`src/rtl/cache_request_arbiter.sv`:
```
// cache_request_arbiter
// Two per-CPU request FIFOs feeding the shared cache through a round-robin
// arbiter. One request is issued at a time as a single-cycle valid pulse,
// and the arbiter waits for the cache to drop cache_busy before the next.
// Optional build macro: ARB_TRISTATE_IDLE_EN -- when defined, cache_request
// floats (all-Z) whenever cache_req_valid is low; otherwise it reads zero.
module cache_request_arbiter #(
    parameter int REQ_W      = 22,
    parameter int FIFO_DEPTH = 4,
    parameter int CNT_W      = 3
) (
    input  logic             clk,
    input  logic             reset,
    input  logic             p0_req_valid,
    input  logic [REQ_W-1:0] p0_request,
    output logic             p0_req_ready,
    input  logic             p1_req_valid,
    input  logic [REQ_W-1:0] p1_request,
    output logic             p1_req_ready,
    input  logic             cache_busy,
    output logic             cache_req_valid,
    output logic [REQ_W-1:0] cache_request,
    output logic             grant_id,
    output logic [CNT_W-1:0] p0_count,
    output logic [CNT_W-1:0] p1_count
);

    localparam int               PTR_W    = CNT_W - 1;
    localparam logic [CNT_W-1:0] FULL_CNT = CNT_W'(FIFO_DEPTH);

    typedef enum logic [1:0] {
        S_IDLE  = 2'd0,
        S_ISSUE = 2'd1,
        S_HOLD  = 2'd2
    } state_t;

    state_t r_state;
    state_t w_next;

    // CPU0 FIFO
    logic [REQ_W-1:0] r_p0_mem [FIFO_DEPTH];
    logic [PTR_W-1:0] r_p0_wptr;
    logic [PTR_W-1:0] r_p0_rptr;
    logic [CNT_W-1:0] r_p0_cnt;
    logic [REQ_W-1:0] w_p0_word;
    logic             w_p0_push;
    logic             w_p0_pop;
    logic             w_p0_empty;
    logic             w_p0_full;

    // CPU1 FIFO
    logic [REQ_W-1:0] r_p1_mem [FIFO_DEPTH];
    logic [PTR_W-1:0] r_p1_wptr;
    logic [PTR_W-1:0] r_p1_rptr;
    logic [CNT_W-1:0] r_p1_cnt;
    logic [REQ_W-1:0] w_p1_word;
    logic             w_p1_push;
    logic             w_p1_pop;
    logic             w_p1_empty;
    logic             w_p1_full;

    // Arbitration / output
    logic             w_take;
    logic             w_sel;
    logic [REQ_W-1:0] r_out_req;
    logic             r_grant;
    logic             r_last_grant;

    assign w_p0_empty = (r_p0_cnt == '0);
    assign w_p1_empty = (r_p1_cnt == '0);
    assign w_p0_full  = (r_p0_cnt == FULL_CNT);
    assign w_p1_full  = (r_p1_cnt == FULL_CNT);

    // A full FIFO refuses pushes even when it is being popped the same cycle.
    assign w_p0_push = p0_req_valid && !w_p0_full;
    assign w_p1_push = p1_req_valid && !w_p1_full;

    // Stored words carry the port index in the proc_id bit, whatever the CPU drove.
    always_comb begin
        w_p0_word            = p0_request;
        w_p0_word[REQ_W-1]   = 1'b0;
        w_p1_word            = p1_request;
        w_p1_word[REQ_W-1]   = 1'b1;
    end

    // CPU0 FIFO storage
    always_ff @(posedge clk or posedge reset) begin
        if (reset) begin
            for (int unsigned i = 0; i < FIFO_DEPTH; i++) begin
                r_p0_mem[i] <= '0;
            end
        end else if (w_p0_push) begin
            r_p0_mem[r_p0_wptr] <= w_p0_word;
        end
    end

    // CPU0 FIFO pointers and occupancy
    always_ff @(posedge clk or posedge reset) begin
        if (reset) begin
            r_p0_wptr <= '0;
            r_p0_rptr <= '0;
            r_p0_cnt  <= '0;
        end else begin
            if (w_p0_push) begin
                r_p0_wptr <= r_p0_wptr + 1'b1;
            end
            if (w_p0_pop) begin
                r_p0_rptr <= r_p0_rptr + 1'b1;
            end
            case ({w_p0_push, w_p0_pop})
                2'b10:   r_p0_cnt <= r_p0_cnt + 1'b1;
                2'b01:   r_p0_cnt <= r_p0_cnt - 1'b1;
                default: r_p0_cnt <= r_p0_cnt;
            endcase
        end
    end

    // CPU1 FIFO storage
    always_ff @(posedge clk or posedge reset) begin
        if (reset) begin
            for (int unsigned i = 0; i < FIFO_DEPTH; i++) begin
                r_p1_mem[i] <= '0;
            end
        end else if (w_p1_push) begin
            r_p1_mem[r_p1_wptr] <= w_p1_word;
        end
    end

    // CPU1 FIFO pointers and occupancy
    always_ff @(posedge clk or posedge reset) begin
        if (reset) begin
            r_p1_wptr <= '0;
            r_p1_rptr <= '0;
            r_p1_cnt  <= '0;
        end else begin
            if (w_p1_push) begin
                r_p1_wptr <= r_p1_wptr + 1'b1;
            end
            if (w_p1_pop) begin
                r_p1_rptr <= r_p1_rptr + 1'b1;
            end
            case ({w_p1_push, w_p1_pop})
                2'b10:   r_p1_cnt <= r_p1_cnt + 1'b1;
                2'b01:   r_p1_cnt <= r_p1_cnt - 1'b1;
                default: r_p1_cnt <= r_p1_cnt;
            endcase
        end
    end

    // Round-robin pick: lone non-empty port wins; on contention the port
    // that did not win last time goes.
    always_comb begin
        w_sel = 1'b0;
        if (!w_p0_empty && !w_p1_empty) begin
            w_sel = ~r_last_grant;
        end else if (w_p0_empty) begin
            w_sel = 1'b1;
        end
    end

    // State register
    always_ff @(posedge clk or posedge reset) begin
        if (reset) begin
            r_state <= S_IDLE;
        end else begin
            r_state <= w_next;
        end
    end

    // Next-state and pop decode
    always_comb begin
        w_next   = r_state;
        w_take   = 1'b0;
        w_p0_pop = 1'b0;
        w_p1_pop = 1'b0;
        case (r_state)
            S_IDLE: begin
                if (!cache_busy && (!w_p0_empty || !w_p1_empty)) begin
                    w_take   = 1'b1;
                    w_p0_pop = ~w_sel;
                    w_p1_pop = w_sel;
                    w_next   = S_ISSUE;
                end
            end
            S_ISSUE: begin
                w_next = S_HOLD;
            end
            S_HOLD: begin
                if (!cache_busy) begin
                    w_next = S_IDLE;
                end
            end
            default: begin
                w_next = S_IDLE;
            end
        endcase
    end

    // Capture the popped head and record which port was served
    always_ff @(posedge clk or posedge reset) begin
        if (reset) begin
            r_out_req    <= '0;
            r_grant      <= 1'b0;
            r_last_grant <= 1'b1;
        end else if (w_take) begin
            r_out_req    <= w_sel ? r_p1_mem[r_p1_rptr] : r_p0_mem[r_p0_rptr];
            r_grant      <= w_sel;
            r_last_grant <= w_sel;
        end
    end

    assign cache_req_valid = (r_state == S_ISSUE);
    assign grant_id        = r_grant;
    assign p0_req_ready    = !w_p0_full;
    assign p1_req_ready    = !w_p1_full;
    assign p0_count        = r_p0_cnt;
    assign p1_count        = r_p1_cnt;

`ifdef ARB_TRISTATE_IDLE_EN
    assign cache_request = cache_req_valid ? r_out_req : {REQ_W{1'bz}};
`else
    assign cache_request = cache_req_valid ? r_out_req : '0;
`endif

endmodule

```
`config.mk`:
```
export PLATFORM = sky130hd
export DESIGN_NAME = cache_request_arbiter
export DESIGN_NICKNAME = d
export VERILOG_FILES = /design/src/rtl/cache_request_arbiter.sv
export SDC_FILE = /design/constraint.sdc
export NUM_CORES = 1
export LEC_CHECK = 0
export CAP_MARGIN = 30
export CORE_MARGIN = 4
export CORE_UTILIZATION = 40
export CTS_BUF_LIST = sky130_fd_sc_hd__clkbuf_4 sky130_fd_sc_hd__clkbuf_8
export DETAILED_ROUTE_END_ITERATION = 12
export GPL_ROUTABILITY_DRIVEN = 0
export GPL_TIMING_DRIVEN = 0
export PLACE_DENSITY = 0.6
export SETUP_SLACK_MARGIN = 0.15
export SYNTH_ARGS = -nofsm -noshare
export SYNTH_HDL_FRONTEND = slang
export SYNTH_SLANG_ARGS = --single-unit
```
`constraint.sdc`:
```
create_clock -name clk -period 7.5 [get_ports clk]
set_input_delay 1.125 -clock clk [delete_from_list [all_inputs] [get_ports clk]]
set_output_delay 1.125 -clock clk [all_outputs]
set_load 0.005 [all_outputs]
```
==> results of run 1 <==
## routing by layer
| metal | global-route usage | share of wire | vias up |
|---|---|---|---|
| met5 | 0 | 0 | - |
| met4 | 0.0526 | 0.025 | 0 |
| met3 | 0.0324 | 0.041 | 42 |
| met2 | 0.271 | 0.49 | 119 |
| met1 | 0.220 | 0.44 | 2967 |
| li1 | - | - | 2495 |
## critical path, cell delays in order (launching register included)
cell,delay [ns]
dfrtp_1,0.40
nor2b_1,0.43
clkbuf_1,0.44
and2_1,0.27
clkdlybuf4s50_1,0.53
## metrics by stage
| stage | setup WS, ns | cells | TNS (ns) |
|---|---|---|---|
| after CTS | 3.84 | 1066 | 0 |
| after detailed placement | 3.66 | 1002 | 0 |
| after floorplan | 0.582 | 604 | 0 |
| after global placement | -1.63 | 1001 | -339.04 |
| final | 3.80 | 1066 | 0 |
| after global routing | 3.66 | 1066 | 0 |
## final cells by class
class,count,area share
flip-flops and latches,212,0.458
multi-input cells,338,0.343
repair buffers,79,0.0697
clock buffers,62,0.0666
well taps,319,0.0344
plain buffers,42,0.0234
inverters,12,0.00453
clock inverters,2,0.00108
## placed cells by master (no fill, tap or decap), types with 2 or more instances in the layout
cell type,synthesis,final
a221o_1,21,21
and4_1,20,20
nand2b_1,4,4
buf_2,5,5
xnor2_1,6,6
and2_1,22,22
clkbuf_8,0,49
dfrtp_1,211,211
ha_1,10,10
mux2_1,7,7
mux2_2,163,163
or3b_1,2,2
a21o_1,2,2
clkdlybuf4s50_1,0,78
xor2_1,6,6
buf_12,2,2
fa_1,2,2
nor2_1,2,2
buf_4,18,18
nand3_2,8,8
mux4_1,4,4
inv_1,12,11
or3_1,2,2
mux4_2,39,39
clkbuf_1,13,13
nand2_1,4,4
buf_1,3,3
clkbuf_4,0,13
## cell usage after synthesis (3+ instances only)
library cell / number / area (µm²)
a221o_1: 21 / 210
and2_1: 22 / 138
and4_1: 20 / 175
buf_1: 3 / 11.3
buf_2: 5 / 25.0
buf_4: 18 / 135
clkbuf_1: 13 / 48.8
dfrtp_1: 211 / 5280
ha_1: 10 / 125
inv_1: 12 / 45.0
mux2_1: 7 / 78.8
mux2_2: 163 / 1840
mux4_1: 4 / 105
mux4_2: 39 / 878
nand2_1: 4 / 15.0
nand2b_1: 4 / 25.0
nand3_2: 8 / 80.1
xnor2_1: 6 / 52.6
xor2_1: 6 / 52.6
## flip-flops by register name, indices dropped and copies added, names as in the netlist
| name | cells |
|---|---|
| r_state | 2 |
| r_p1_mem | 88 |
| r_p0_wptr | 2 |
| r_p0_rptr | 2 |
| r_p1_wptr | 2 |
| p1_count | 3 |
| p0_count | 3 |
| grant_id | 1 |
| r_last_grant | 1 |
| r_out_req | 22 |
| r_p1_rptr | 2 |
| r_p0_mem | 84 |
## power groups by stage
stage / logic (mW) / registers (mW) / clock network, mW
final: 2.01 / 2.04 / 1.08
after global placement: 1.99 / 2.00 / 0
after floorplan: 1.53 / 1.94 / 0
after global routing: 2.20 / 2.10 / 1.18
after detailed placement: 2.06 / 2.05 / 0
after CTS: 2.06 / 2.04 / 1.12
## final timing paths
path | from | cells past startpoint | endpoint
min | r_p1_mem[65] | 1 | r_p1_mem[65]
max | r_state[1] | 4 | cache_request[8]
min reg2reg | r_p1_mem[65] | 1 | r_p1_mem[65]
min in group asynchronous | reset | 2 | r_p0_mem[81]
max reg2reg | p0_count[0] | 9 | p1_count[2]
max in group asynchronous | reset | 3 | r_p1_mem[71]
## kinds of logic after synthesis
family	count (synthesis)
adders and majority gates	12
xor gates and xnor gates	12
DFF	212
buffers and inverters	54
AOI/OAI and AO/OA	30
muxes	214
and+or+nand+nor	70
==> results.sh, run 1 <==
export IMPL_synth_area_um2=9600
export IMPL_drive_gt1_frac=0.410
export IMPL_die_area_um2=26500
export IMPL_die_x_um=163
export IMPL_p_seq_frac=0.397
export IMPL_n_antenna_cell=0
export IMPL_p_leak_nw=4.91
export IMPL_cts_resized=0
export IMPL_ys_seq_area_frac=0.553
export IMPL_slew_headroom=0.502
export IMPL_setup_viol=0
export IMPL_ys_ff_latch=212
export IMPL_num_io_pins=81
export IMPL_grt_max_degree=132
export IMPL_nNetsFinal=783
export IMPL_drt_total_wl_um=21100
export IMPL_antenna_found_initial=0
export IMPL_synth_compound_area_frac=0.0293
export IMPL_postPlaceCellArea_um2=10800
export IMPL_required_ns=6.38
export IMPL_drtIter0Drc=282
export IMPL_crit_type="register to output port"
export IMPL_dieHeight_um=163
export IMPL_rows=56
export IMPL_async_flop_share=1.00
export IMPL_num_vias=5623
export IMPL_p_int_mw=3.57
export IMPL_initial_core_util=0.408
export IMPL_p_sw_mw=1.57
export IMPL_post_route_drc_count=0
export IMPL_synth_warnings=0
export IMPL_synthMuxAreaShare=0.303
export IMPL_cts_buffer_depth=3
export IMPL_clock_skew_ns=0.0211
export IMPL_switching_share=0.305
export IMPL_hold_buffers=0
export IMPL_cts_setup_buffers=0
export IMPL_seq_area_um2=5310
export IMPL_syn_avg_cell_area_um2=15.9
export IMPL_synth_simple_area_share=0.0537
export IMPL_area_growth_pct=20.8
export IMPL_dr_pass1_iters=4
export IMPL_vias_per_cell=5.27
export IMPL_holdWs_ns=0.470
export IMPL_worst_setup_path_end_kind="output port"
export IMPL_rsz0062_at_grt="false"
export IMPL_status="finished clean"
export IMPL_peakVddDrop_uv=177
export IMPL_path_clk_slew_ns=0.06
export IMPL_worst_pin_slew_ns=0.747
export IMPL_synth_distinct_cells=41
export IMPL_n_fill_cell=2041
export IMPL_final_core_util=0.493
export IMPL_min_period_ns=3.70
export IMPL_first_global_vias=6350
export IMPL_cp_max_fo=10
export IMPL_cts_root_buf="clkbuf_8"
export IMPL_cp_arrival_ns=2.57
export IMPL_cap_violations=0
export IMPL_synthXorXnorAreaFrac=0.0110
export IMPL_cts_buffers=37
export IMPL_hold_viol_final=0
export IMPL_tritoncts="yes"
export IMPL_grt_pass1_wl_um=34200
export IMPL_syn_num_nets=665
export IMPL_dp_hpwl_um=14700
export IMPL_fin_total_pwr_mw=5.13
export IMPL_synth_top_family_by_area="multiplexers"
export IMPL_clk_latency_ns=0.51
export IMPL_period_share=0.493
export IMPL_max_freq_ghz=0.271
export IMPL_globalRouteOverflowTotal=0
export IMPL_port_buffers=78
export IMPL_p_clk_frac=0.211
export IMPL_drt_wirelength_per_cell_um=19.8
export IMPL_slew_violations=0
export IMPL_syn_instance_count=604
export IMPL_synth_fa_ha_area_frac=0.0172
export IMPL_pwr_share_comb=0.392
export IMPL_hold_class="register to register"
export IMPL_ant_nets=0
export IMPL_startpoint_type="register"
export IMPL_synth_edf_count=0
export IMPL_core_um2=23500
export IMPL_cts_sinks=212
export IMPL_reg2reg_slack_ns=4.65
export IMPL_synth_flop_cell="dfrtp_1"
export IMPL_multi_input_area_um2=3980
export IMPL_grt_usage=0.164
export IMPL_p_per_area_nw_per_um2=443
export IMPL_finalInstanceArea_um2=11600
export IMPL_cts_max_level=2
No activity file was read; power rests on OpenSTA's default activity.
==> run 2, diff against run 1 <==
Clock period 7.5 ns to 3.7 ns, I/O delays scaled along.
==> run 2 against run 1 <==
Net effect:
- global-route usage increased by 0.68 points
- worst hold slack got worse by 0.0085 ns
- first-iteration DRC count decreased by 8.2%
- critical path type unchanged
- flip-flop and latch count unchanged
- sequential power increased by 100%
- count of clock-buffer cells in the layout increased by 2
- largest cell class unchanged
- worst setup slack got worse by 3.2 ns
- die area unchanged
- critical path depth unchanged
- clock skew decreased by 0.0091 ns
- wire length increased by 2.9%
- register-to-register slack got worse by 3.7 ns
==> results.sh, run 2 (synthesized netlist as in run 1, its figures left out) <==
export IMPL_status="finished clean"
export IMPL_hold_viol_final=0
export IMPL_multi_input_area_um2=3980
export IMPL_rows=56
export IMPL_startpoint_type="register"
export IMPL_num_io_pins=81
export IMPL_largest_reg_flops=88
export IMPL_area_growth_pct=21.7
export IMPL_ant_nets=0
export IMPL_min_period_ns=3.10
export IMPL_n_antenna_cell=0
export IMPL_worst_slack_ns=0.600
export IMPL_initial_core_util=0.408
export IMPL_cap_violations=0
export IMPL_final_common_cell="dfrtp_1"
export IMPL_fin_total_pwr_mw=10.5
export IMPL_grt_pass1_wl_um=35200
export IMPL_globalRouteOverflowTotal=0
export IMPL_reg2reg_slack_ns=0.98
export IMPL_die_x_um=163
export IMPL_antenna_found_initial=1
export IMPL_die_area_um2=26500
export IMPL_hold_class="register to register"
export IMPL_cts_setup_buffers=0
export IMPL_place_ws_ns=0.433
export IMPL_top_register="r_p1_mem"
export IMPL_first_global_vias=6347
export IMPL_layout_common_cells="dfrtp_1 (211), mux2_2 (163), clkdlybuf4s50_1 (78)"
export IMPL_hold_depth=1
export IMPL_clock_skew_ns=0.0120
export IMPL_dieHeight_um=163
export IMPL_rsz0062_at_grt="false"
export IMPL_path_clk_slew_ns=0.06
export IMPL_core_um2=23500
export IMPL_drt_wirelength_per_cell_um=20.3
export IMPL_instances_no_fill=1071
export IMPL_peakVddDrop_uv=378
export IMPL_post_route_drc_count=0
export IMPL_worst_pin_slew_ns=0.858
export IMPL_tritoncts="yes"
export IMPL_cts_root_buf="clkbuf_8"
export IMPL_seq_area_um2=5310
export IMPL_grt_usage=0.171
export IMPL_reg_top3="r_p1_mem: 88 flops, r_p0_mem: 84 flops, r_out_req: 22 flops"
export IMPL_slew_violations=0
export IMPL_port_buffers=78
export IMPL_drtIter0Drc=259
export IMPL_holdPathEnd="r_p1_mem[43]"
export IMPL_crit_type="register to output port"
export IMPL_period_share=0.838
export IMPL_nNetsFinal=788
export IMPL_rr_endpoint="p0_count[2]"
export IMPL_cts_max_level=2
export IMPL_p_leak_nw=4.95
export IMPL_n_fill_cell=2055
export IMPL_cts_resized=0
export IMPL_drive_gt1_frac=0.414
export IMPL_hold_buffers=0
export IMPL_reg2reg_depth=9
export IMPL_p_per_area_nw_per_um2=899
export IMPL_dp_hpwl_um=15400
export IMPL_dp_cells=1006
export IMPL_num_vias=5671
export IMPL_r2r_start="p1_count[0]"
export IMPL_setup_viol=0
export IMPL_cp_max_fo=10
export IMPL_tns_ns=0
export IMPL_grt_max_degree=45
export IMPL_cts_buffer_depth=3
export IMPL_cts_buffers=38
export IMPL_hold_start="r_p1_mem[43]"
export IMPL_vias_per_cell=5.30
export IMPL_clk_latency_ns=0.52
export IMPL_max_freq_ghz=0.323
export IMPL_slew_headroom=0.427
export IMPL_cp_arrival_ns=2.54
export IMPL_dr_pass1_iters=4
export IMPL_drt_total_wl_um=21700
export IMPL_worst_setup_path_end_kind="output port"
export IMPL_cts_sinks=212
export IMPL_required_ns=3.14
## run 2: worst max path at each step
stage | cells past startpoint | slack (ns) | from | end
6_report | 4 | 0.60 | r_state[0] | cache_request[7]
5_1_grt | 4 | 0.48 | r_state[0] | cache_request[2]
4_1_cts | 4 | 0.63 | r_state[0] | cache_request[7]
3_5_place_dp | 10 | 0.43 | cache_busy | p0_count[2]
2_1_floorplan | 1 | 0.39 | reset | grant_id
3_3_place_gp | 2 | -0.99 | reset | r_p0_mem[79]
## run 2: area by class of cell
cell class / instances / area share
clock inverter: 1 / 0.000428
timing repair buffer: 83 / 0.0754
sequential: 212 / 0.454
multi-input combinational: 338 / 0.340
clock buffer: 64 / 0.0679
buffer: 42 / 0.0232
inverter: 12 / 0.00418
tap: 319 / 0.0342
## run 2: metal layers
layer / vias to the layer above / global-route usage / routed length [µm]
met5: - / 0 / 13
met4: 2 / 0.0503 / 442
met3: 38 / 0.0418 / 1250
met2: 150 / 0.278 / 10500
met1: 2976 / 0.229 / 9480
li1: 2505 / - / -
## run 2: metrics by stage
| stage | utilization | cell area, µm² | hold WS, ns |
|---|---|---|---|
| after floorplan | - | 9600 | 0.429 |
| after global placement | 0.458 | 10800 | 0.444 |
| after detailed placement | 0.462 | 10900 | 0.450 |
| after CTS | 0.496 | 11700 | 0.466 |
| after global routing | 0.496 | 11700 | 0.484 |
| final | 0.496 | 11700 | 0.462 |
## run 2: power breakdown
part | internal [mW] | switching (mW)
Clock | 1.34 | 0.913
Combinational | 2.43 | 1.69
Sequential | 3.50 | 0.625
Total | 7.27 | 3.23
## run 2: worst max-delay path, stage by stage, from the launching register on
cell             delay [ns]
dfrtp_1                0.39
nor2b_1                0.42
clkbuf_1               0.43
and2_1                 0.25
clkdlybuf4s50_1        0.54
==> run 3, diff against run 2 <==
Clock period 3.7 ns to 3.05 ns, I/O delays scaled along.
==> run 3 against run 2 <==
Net effect:
- clock skew increased by 0.00061 ns
- via count about the same
- combinational power increased by 21%
- clock power increased by 21%
- worst hold slack got worse by 0.0069 ns
- cell count unchanged
- wire length about the same
- first-iteration DRC count increased by 7.3%
- global-route usage unchanged
- flip-flop and latch count unchanged
- non-clock buffer count unchanged
- critical endpoint is now p0_count[2]
- highest routed layer unchanged
==> results.sh, run 3 (synthesized netlist as in run 1, its figures left out) <==
export IMPL_instances_no_fill=1071
export IMPL_drt_total_wl_um=21700
export IMPL_initial_core_util=0.408
export IMPL_finalInstanceArea_um2=11700
export IMPL_n_antenna_cell=0
export IMPL_hold_buffers=0
export IMPL_p_per_area_nw_per_um2=1090
export IMPL_status="finished clean"
export IMPL_startpoint_type="register"
export IMPL_dp_cells=1006
export IMPL_crit_buf_inv=2
export IMPL_cap_violations=0
export IMPL_worst_pin_slew_ns=0.860
export IMPL_period_share=0.895
export IMPL_worst_setup_path_end_kind="register"
export IMPL_postPlaceCellArea_um2=10900
export IMPL_slowest_delay_ns=0.48
export IMPL_cp_cell_sequence="nor3_1 -> o211a_1 -> buf_2 -> ha_1 -> inv_1 -> fa_1 -> xor2_1 -> nor2_1 -> xor2_1"
export IMPL_fin_total_pwr_mw=12.7
export IMPL_crit_top_cell="xor2_1"
export IMPL_setup_viol=0
export IMPL_core_um2=23500
export IMPL_globalRouteOverflowTotal=0
export IMPL_nNetsFinal=788
export IMPL_crit_path_top_delay_cell="nor3_1"
export IMPL_clock_skew_ns=0.0126
export IMPL_grt_pass1_wl_um=35200
export IMPL_crit_type="register to register"
export IMPL_min_period_ns=2.73
export IMPL_reg_top3="r_p1_mem: 88 flops, r_p0_mem: 84 flops, r_out_req: 22 flops"
export IMPL_hold_viol_final=0
export IMPL_drt_wirelength_per_cell_um=20.3
export IMPL_post_route_drc_count=0
export IMPL_drtIter0Drc=278
export IMPL_cp_arrival_ns=3.17
export IMPL_cts_sinks=212
export IMPL_worst_slack_ns=0.320
export IMPL_grt_max_degree=45
export IMPL_max_freq_ghz=0.366
export IMPL_vias_per_cell=5.29
export IMPL_cp_max_fo=10
export IMPL_slew_violations=0
export IMPL_dieHeight_um=163
export IMPL_top_register="r_p1_mem"
export IMPL_dr_pass1_iters=4
export IMPL_hold_class="input port to asynchronous set/reset pin"
export IMPL_place_ws_ns=-0.119
export IMPL_final_common_cell="dfrtp_1"
export IMPL_ant_nets=0
export IMPL_die_area_um2=26500
export IMPL_clk_latency_ns=0.52
export IMPL_drive_gt1_frac=0.419
export IMPL_die_x_um=163
export IMPL_area_growth_pct=21.8
export IMPL_tns_ns=0
export IMPL_holdWs_ns=0.455
export IMPL_slew_headroom=0.426
export IMPL_path_clk_slew_ns=0.06
export IMPL_cts_buffer_depth=3
export IMPL_final_core_util=0.497
export IMPL_layout_common_cells="dfrtp_1 (211), mux2_2 (163), clkdlybuf4s50_1 (78)"
export IMPL_cts_setup_buffers=0
export IMPL_num_io_pins=81
export IMPL_cts_buffers=38
export IMPL_rsz0062_at_grt="false"
export IMPL_cts_max_level=2
export IMPL_required_ns=3.49
export IMPL_largest_reg_flops=88
export IMPL_tritoncts="yes"
export IMPL_rows=56
export IMPL_cts_root_buf="clkbuf_8"
export IMPL_p_leak_nw=4.96
export IMPL_crit_family="adder cells"
export IMPL_dp_hpwl_um=15400
export IMPL_port_buffers=78
export IMPL_num_vias=5667
export IMPL_first_global_vias=6347
export IMPL_antenna_found_initial=1
export IMPL_peakVddDrop_uv=459
export IMPL_grt_usage=0.171
-- run 3: routing by layer --
layer	up-vias	global-route usage	wire (µm)
met5	-	0	13
met4	2	0.0503	422
met3	36	0.0418	1160
met2	140	0.278	10600
met1	2981	0.229	9540
li1	2508	-	-
-- run 3: worst paths after layout --
path | start | endpoint | slack [ns] | cells past startpoint
setup / recovery | p1_count[0] | p0_count[2] | 0.32 | 9
hold / removal | reset | p1_count[0] | 0.45 | 2
setup reg to reg | p1_count[0] | p0_count[2] | 0.32 | 9
hold reg to reg | r_p1_mem[65] | r_p1_mem[65] | 0.46 | 1
max in group asynchronous | reset | r_p0_mem[79] | 1.44 | 5
min in group clk | r_p1_mem[65] | r_p1_mem[65] | 0.46 | 1
-- run 3: what timing repair did --
item / 4_1_cts / 5_1_grt
endpoints found under the setup margin: 12 / 4
endpoints found under the hold margin: 0 / 0
gates resized for setup: 2 / 3
-- run 3: area by class of cell --
| cell class | count | area [µm²] |
|---|---|---|
| plain buffers | 42 | 274 |
| well taps | 319 | 399 |
| inverters | 12 | 48.8 |
| flip-flops and latches | 212 | 5310 |
| multi-input cells | 338 | 3980 |
| clock buffers | 64 | 793 |
| fillers | 2055 | 11900 |
| repair buffers | 83 | 881 |
| clock inverters | 1 | 5.00 |
-- run 3: worst register-to-register path, delay by kind of cell, from the launching register on --
family	cells	cell delay, ns
AO/OA/AOI/OAI	1	0.30
XOR/XNOR	2	0.31
adder cells (fa/ha/maj)	2	0.63
buffers and inverters	2	0.36
flip-flops	1	0.45
AND/OR/NAND/NOR	2	0.60
-- run 3: power breakdown --
| group | internal (mW) | leakage (nW) | switching [mW] | total, mW |
|---|---|---|---|---|
| combinational | 2.95 | 2.01 | 2.04 | 5.00 |
| sequential | 4.25 | 2.51 | 0.763 | 5.01 |
| clock | 1.62 | 0.428 | 1.11 | 2.73 |
